<file path="src/rtl/img_op_sequencer.sv">
// Job sequencer that streams pixels through an external combinational pixel processor.
// Optional zero/full-scale output counter (port sat_cnt) enabled by defining IMG_SEQ_SATCNT_EN.
module img_op_sequencer #(
  parameter int CNT_W = 16
) (
  input  logic             clk,
  input  logic             rst,
  input  logic             cmd_valid,
  output logic             cmd_ready,
  input  logic [1:0]       cmd_mode,
  input  logic [7:0]       cmd_value,
  input  logic [7:0]       cmd_thr,
  input  logic [CNT_W-1:0] cmd_len,
  input  logic             in_valid,
  output logic             in_ready,
  input  logic [7:0]       in_pix,
  output logic             out_valid,
  input  logic             out_ready,
  output logic [7:0]       out_pix,
  output logic             out_last,
  output logic [1:0]       proc_s,
  output logic [7:0]       proc_value,
  output logic [7:0]       proc_thr,
  output logic [7:0]       proc_ip,
  input  logic [7:0]       proc_op,
  input  logic             abort,
  output logic             busy,
  output logic             done
`ifdef IMG_SEQ_SATCNT_EN
  ,
  output logic [CNT_W-1:0] sat_cnt
`endif
);

  // state | meaning
  // IDLE  | waiting for a job command
  // RUN   | accepting source pixels
  // FLUSH | last pixel taken, draining the result register
  // DONE  | one-cycle completion pulse
  typedef enum logic [1:0] {IDLE, RUN, FLUSH, DONE} state_t;

  state_t           state, state_nxt;
  logic [CNT_W-1:0] len_q, cnt_q;
  logic             cmd_fire, in_fire, out_fire, kill, last_hit;

  assign proc_ip  = in_pix;
  assign cmd_fire = cmd_valid && cmd_ready;
  assign in_fire  = in_valid && in_ready;
  assign out_fire = out_valid && out_ready;
  assign kill     = abort && ((state == RUN) || (state == FLUSH));
  assign last_hit = (cnt_q == (len_q - CNT_W'(1)));

  // Handshake outputs are forced low while reset is applied.
  always_comb begin
    state_nxt = state;
    cmd_ready = 1'b0;
    in_ready  = 1'b0;
    busy      = 1'b0;
    done      = 1'b0;
    if (!rst) begin
      busy = (state != IDLE);
      done = (state == DONE);
      case (state)
        IDLE: begin
          cmd_ready = !abort;
          if (cmd_valid && !abort)
            state_nxt = (cmd_len == '0) ? DONE : RUN;
        end
        RUN: begin
          in_ready = !out_valid || out_ready;
          if (abort)
            state_nxt = IDLE;
          else if (in_valid && in_ready && last_hit)
            state_nxt = FLUSH;
        end
        FLUSH: begin
          if (abort)
            state_nxt = IDLE;
          else if (out_valid && out_ready && out_last)
            state_nxt = DONE;
        end
        DONE:    state_nxt = IDLE;
        default: state_nxt = IDLE;
      endcase
    end
  end

  always_ff @(posedge clk) begin
    if (rst) begin
      state      <= IDLE;
      len_q      <= '0;
      cnt_q      <= '0;
      proc_s     <= '0;
      proc_value <= '0;
      proc_thr   <= '0;
      out_pix    <= '0;
      out_valid  <= 1'b0;
      out_last   <= 1'b0;
    end else begin
      state <= state_nxt;
      if (cmd_fire) begin
        proc_s     <= cmd_mode;
        proc_value <= cmd_value;
        proc_thr   <= cmd_thr;
        len_q      <= cmd_len;
        cnt_q      <= '0;
      end
      if (kill) begin
        out_valid <= 1'b0;
        out_last  <= 1'b0;
      end else if (in_fire) begin
        out_pix   <= proc_op;
        out_valid <= 1'b1;
        out_last  <= last_hit;
        cnt_q     <= cnt_q + CNT_W'(1);
      end else if (out_fire) begin
        out_valid <= 1'b0;
        out_last  <= 1'b0;
      end
    end
  end

`ifdef IMG_SEQ_SATCNT_EN
  always_ff @(posedge clk) begin
    if (rst || cmd_fire)
      sat_cnt <= '0;
    else if (out_fire && ((out_pix == 8'h00) || (out_pix == 8'hFF)) && (sat_cnt != '1))
      sat_cnt <= sat_cnt + CNT_W'(1);
  end
`endif

endmodule

</file>
<file path="config.mk">
export PLATFORM = sky130hd
export DESIGN_NAME = img_op_sequencer
export DESIGN_NICKNAME = d
export VERILOG_FILES = /design/src/rtl/img_op_sequencer.sv
export SDC_FILE = /design/constraint.sdc
export NUM_CORES = 1
export LEC_CHECK = 0
export BUFFER_PORTS_ARGS = -buffer_cell sky130_fd_sc_hd__buf_2
export CORE_MARGIN = 5
export CORE_UTILIZATION = 52
export DETAILED_ROUTE_END_ITERATION = 10
export GPL_ROUTABILITY_DRIVEN = 0
export PLACE_DENSITY = 0.8
export REMOVE_ABC_BUFFERS = 1
export SLEW_MARGIN = 10
export SYNTH_ARGS = -nofsm -noshare
export SYNTH_HDL_FRONTEND = slang
export SYNTH_SLANG_ARGS = --single-unit
export TNS_END_PERCENT = 10
</file>
<file path="constraint.sdc">
create_clock -name clk -period 3.8 [get_ports clk]
set_input_delay 0.38 -clock clk [delete_from_list [all_inputs] [get_ports clk]]
set_output_delay 0.38 -clock clk [all_outputs]
set_load 0.03 [all_outputs]
</file>
==> results.ini <==
[worst_setup_path]
crit_type = reg2reg
crit_path_max_incr_delay_ps = 580
endpoint_kind = flip-flop
crit_arrival_ps = 3300
reg2regPathDepth = 9
cp_max_fo = 6
crit_chain = inv_1 -> ha_1 -> nor4b_1 -> nand2_1 -> o21ai_0 -> nand3_1 -> a2111o_1 -> or3_1 -> a211oi_2
cp.required_ps = 4080
startpoint_type = flip-flop
rr_startpoint = len_q[0]
crit_path_end = out_last
cp-startpoint = len_q[0]
crit_path_top_delay_cell = nor4b_1
rrSetupSlack_ps = 780
reg2reg_to = out_last

[timing]
min_period_ps = 3019
rsz0062_at_grt = false
period_share = 0.7945
worst_pin_slew_ps = 980.9
fin_worst_skew_ps = 11.12
finalSetupViolCount = 0
slew_headroom = 0.3461
max_freq_mhz = 331.2
hold_viol_final = 0
fin_ws_ps = 781.0
setup_tns_ps = 0
finalMaxSlewViolations = 0

[power]
p_switching_uw = 659.9
sw_frac_of_total = 0.3519
leakage_nw = 1.517
ir_drop_mv = 0.3143
clkPwrFrac = 0.319
power-per-cell-area_nw_per_um2 = 485.7
p_int_mw = 1.215
seq_power_share = 0.404
power_frac_comb = 0.277

[detailed_routing]
drt_iter0_drc = 218
drt_drc_violations_left = 0
vias = 3159
first_pass_iters = 5
ant_nets = 0
wirelength_um = 7934
vias_per_cell = 5.601
wl_per_cell_um = 14.07

[synth]
synth-seq-cells = 62
yosysUniqueCellTypes = 50
synth.top_cell.area_share = 0.3743
async_flop_share = 0
yosysSeqAreaShare = 0.3743
ys.warnings.count = 0
synthTopCellsByArea = dfxtp_1 37%, nand2_1 7.8%, nand2b_1 6.4%
syn_avg_cell_area_um2 = 7.802
synth_ff_type = dfxtp_1
synth_edf_count = 0
synth_area_um2 = 3316
synth_cells = 425
yosys.area.top_type = dfxtp_1

[placement]
pre_cts_slack_ps = 800.0
dp_hpwl_um = 5728
numPortBuffers = 79

[global_routing]
grt_start_max_net_pins = 70
antenna_found_initial = 0
use_met2 = 0.3116
grt_overflow = 0
met1_usage = 0.2284
gr-usage-all-layers = 0.1940
use_met3 = 0.06845
grt_pass1_wl_um = 13390
grt_pass1_vias = 3015
grt.busiest_layer = met2

[layout]
final_nets = 544
layout-drive-gt1-share = 0.2279
antennaDiodeCount = 0
fill_cells = 540
area_growth_pct = 16.45
layout_common_cells = 79 x buf_2, 69 x nand2_1, 62 x dfxtp_1
layout_commonest_cell = buf_2

[clocking]
cts-root-buf = clkbuf_8
clock-sinks = 62
cts_buffers = 9
clockBufferDepth = 2
cts_resized = 0
clkTransAtPathRegs_ps = 80
cts_hold_buf = 0
h-tree-depth = 3
clk_latency_ps = 350
post-cts-setup-buffers = 0
cts_tree = built

[die]
dieArea_um2 = 8073
rows = 29
die_y_um = 89.85
start_util = 0.5282
die_w_um = 89.85
io_pins = 96
core_area_um2 = 6277

[worst_hold_path]
hold_path_class = in2reg
hold_depth = 3

[run_status]
outcome = completed

[run]
max_cap_viol_count = 0

[routing by layer]
layer	vias up	part of all wire
met5	-	0
met2	146	0.46
met4	0	0.027
li1	1579	-
met3	21	0.097
met1	1413	0.42
[cells by family after synthesis]
| group | synth area share |
|---|---|
| buf+inv | 0.06453 |
| compound gates | 0.1513 |
| fa+ha+maj | 0.02264 |
| mux | 0.02038 |
| simple gates | 0.3087 |
| flops | 0.3743 |
| xor+xnor | 0.05811 |
[critical path, delay by kind of cell (launching register included)]
family | cells | cell delay [ps]
adder cells (fa/ha/maj) | 1 | 260
flip-flops | 1 | 350
AND/OR/NAND/NOR | 4 | 1340
buffers and inverters | 1 | 100
AO/OA/AOI/OAI | 3 | 890
[state kept, by name, summed over array words and instances, names as in the netlist]
name / count
proc_thr: 8
len_q: 16
proc_s: 2
cnt_q: 16
out_last: 1
proc_value: 8
state: 2
out_valid: 1
out_pix: 8
[synthesized netlist by cell type (all sizes together), types with 2 or more instances]
| cell | n |
|---|---|
| a2111o | 2 |
| a211oi | 3 |
| a21oi | 17 |
| a31oi | 3 |
| and2 | 4 |
| and3 | 2 |
| buf | 10 |
| clkbuf | 25 |
| dfxtp | 62 |
| ha | 6 |
| inv | 11 |
| mux2 | 6 |
| nand2 | 69 |
| nand2b | 34 |
| nand3 | 17 |
| nand4 | 7 |
| nor2 | 24 |
| nor2b | 3 |
| nor3 | 8 |
| nor4 | 13 |
| nor4b | 2 |
| o211ai | 2 |
| o21ai | 35 |
| o31ai | 6 |
| o41ai | 2 |
| or2 | 3 |
| or3 | 8 |
| or4 | 3 |
| xnor2 | 13 |
| xor2 | 9 |
[layout make-up]
type | instances | area [um2] | area share
Multi-Input combinational cell | 317 | 1868 | 0.4838
Sequential cell | 62 | 1241 | 0.3215
Timing Repair Buffer | 81 | 410.4 | 0.1063
Clock buffer | 9 | 123.9 | 0.03208
Tap cell | 77 | 96.34 | 0.02495
Clock inverter | 7 | 80.08 | 0.02074
Inverter | 11 | 41.29 | 0.01069
[how the worst min path moves through the flow]
stage	startpoint	end	slack, ps
floorplan	rst	cnt_q[11]	450
global placement	out_pix[0]	out_pix[0]	440
detailed placement	out_pix[4]	out_pix[4]	440
CTS	cmd_value[5]	proc_value[5]	210
global route	cmd_thr[6]	proc_thr[6]	220
finish	cmd_value[7]	proc_value[7]	220
[per-stage QoR]
| step | utilization | cell area (um2) | power, mW | std cells | hold slack (ps) |
|---|---|---|---|---|---|
| after floorplan | - | 3143 | 1.132 | 390 | 449.1 |
| after detailed placement | 0.5826 | 3657 | 1.279 | 548 | 444.4 |
| after global routing | 0.6151 | 3861 | 1.972 | 564 | 222.8 |
| final | 0.6151 | 3861 | 1.875 | 564 | 220.4 |
| after CTS | 0.6151 | 3861 | 1.876 | 564 | 212.4 |
| after global placement | 0.5826 | 3657 | 1.264 | 548 | 439.5 |
[power groups by stage]
stage	clock, mW	combinational [mW]	sequential (mW)
after floorplan	0	0.325	0.807
after global placement	0	0.497	0.766
after detailed placement	0	0.509	0.770
after CTS	0.602	0.518	0.756
after global routing	0.636	0.571	0.766
final	0.598	0.520	0.757
No activity file was read; power rests on OpenSTA's default activity.
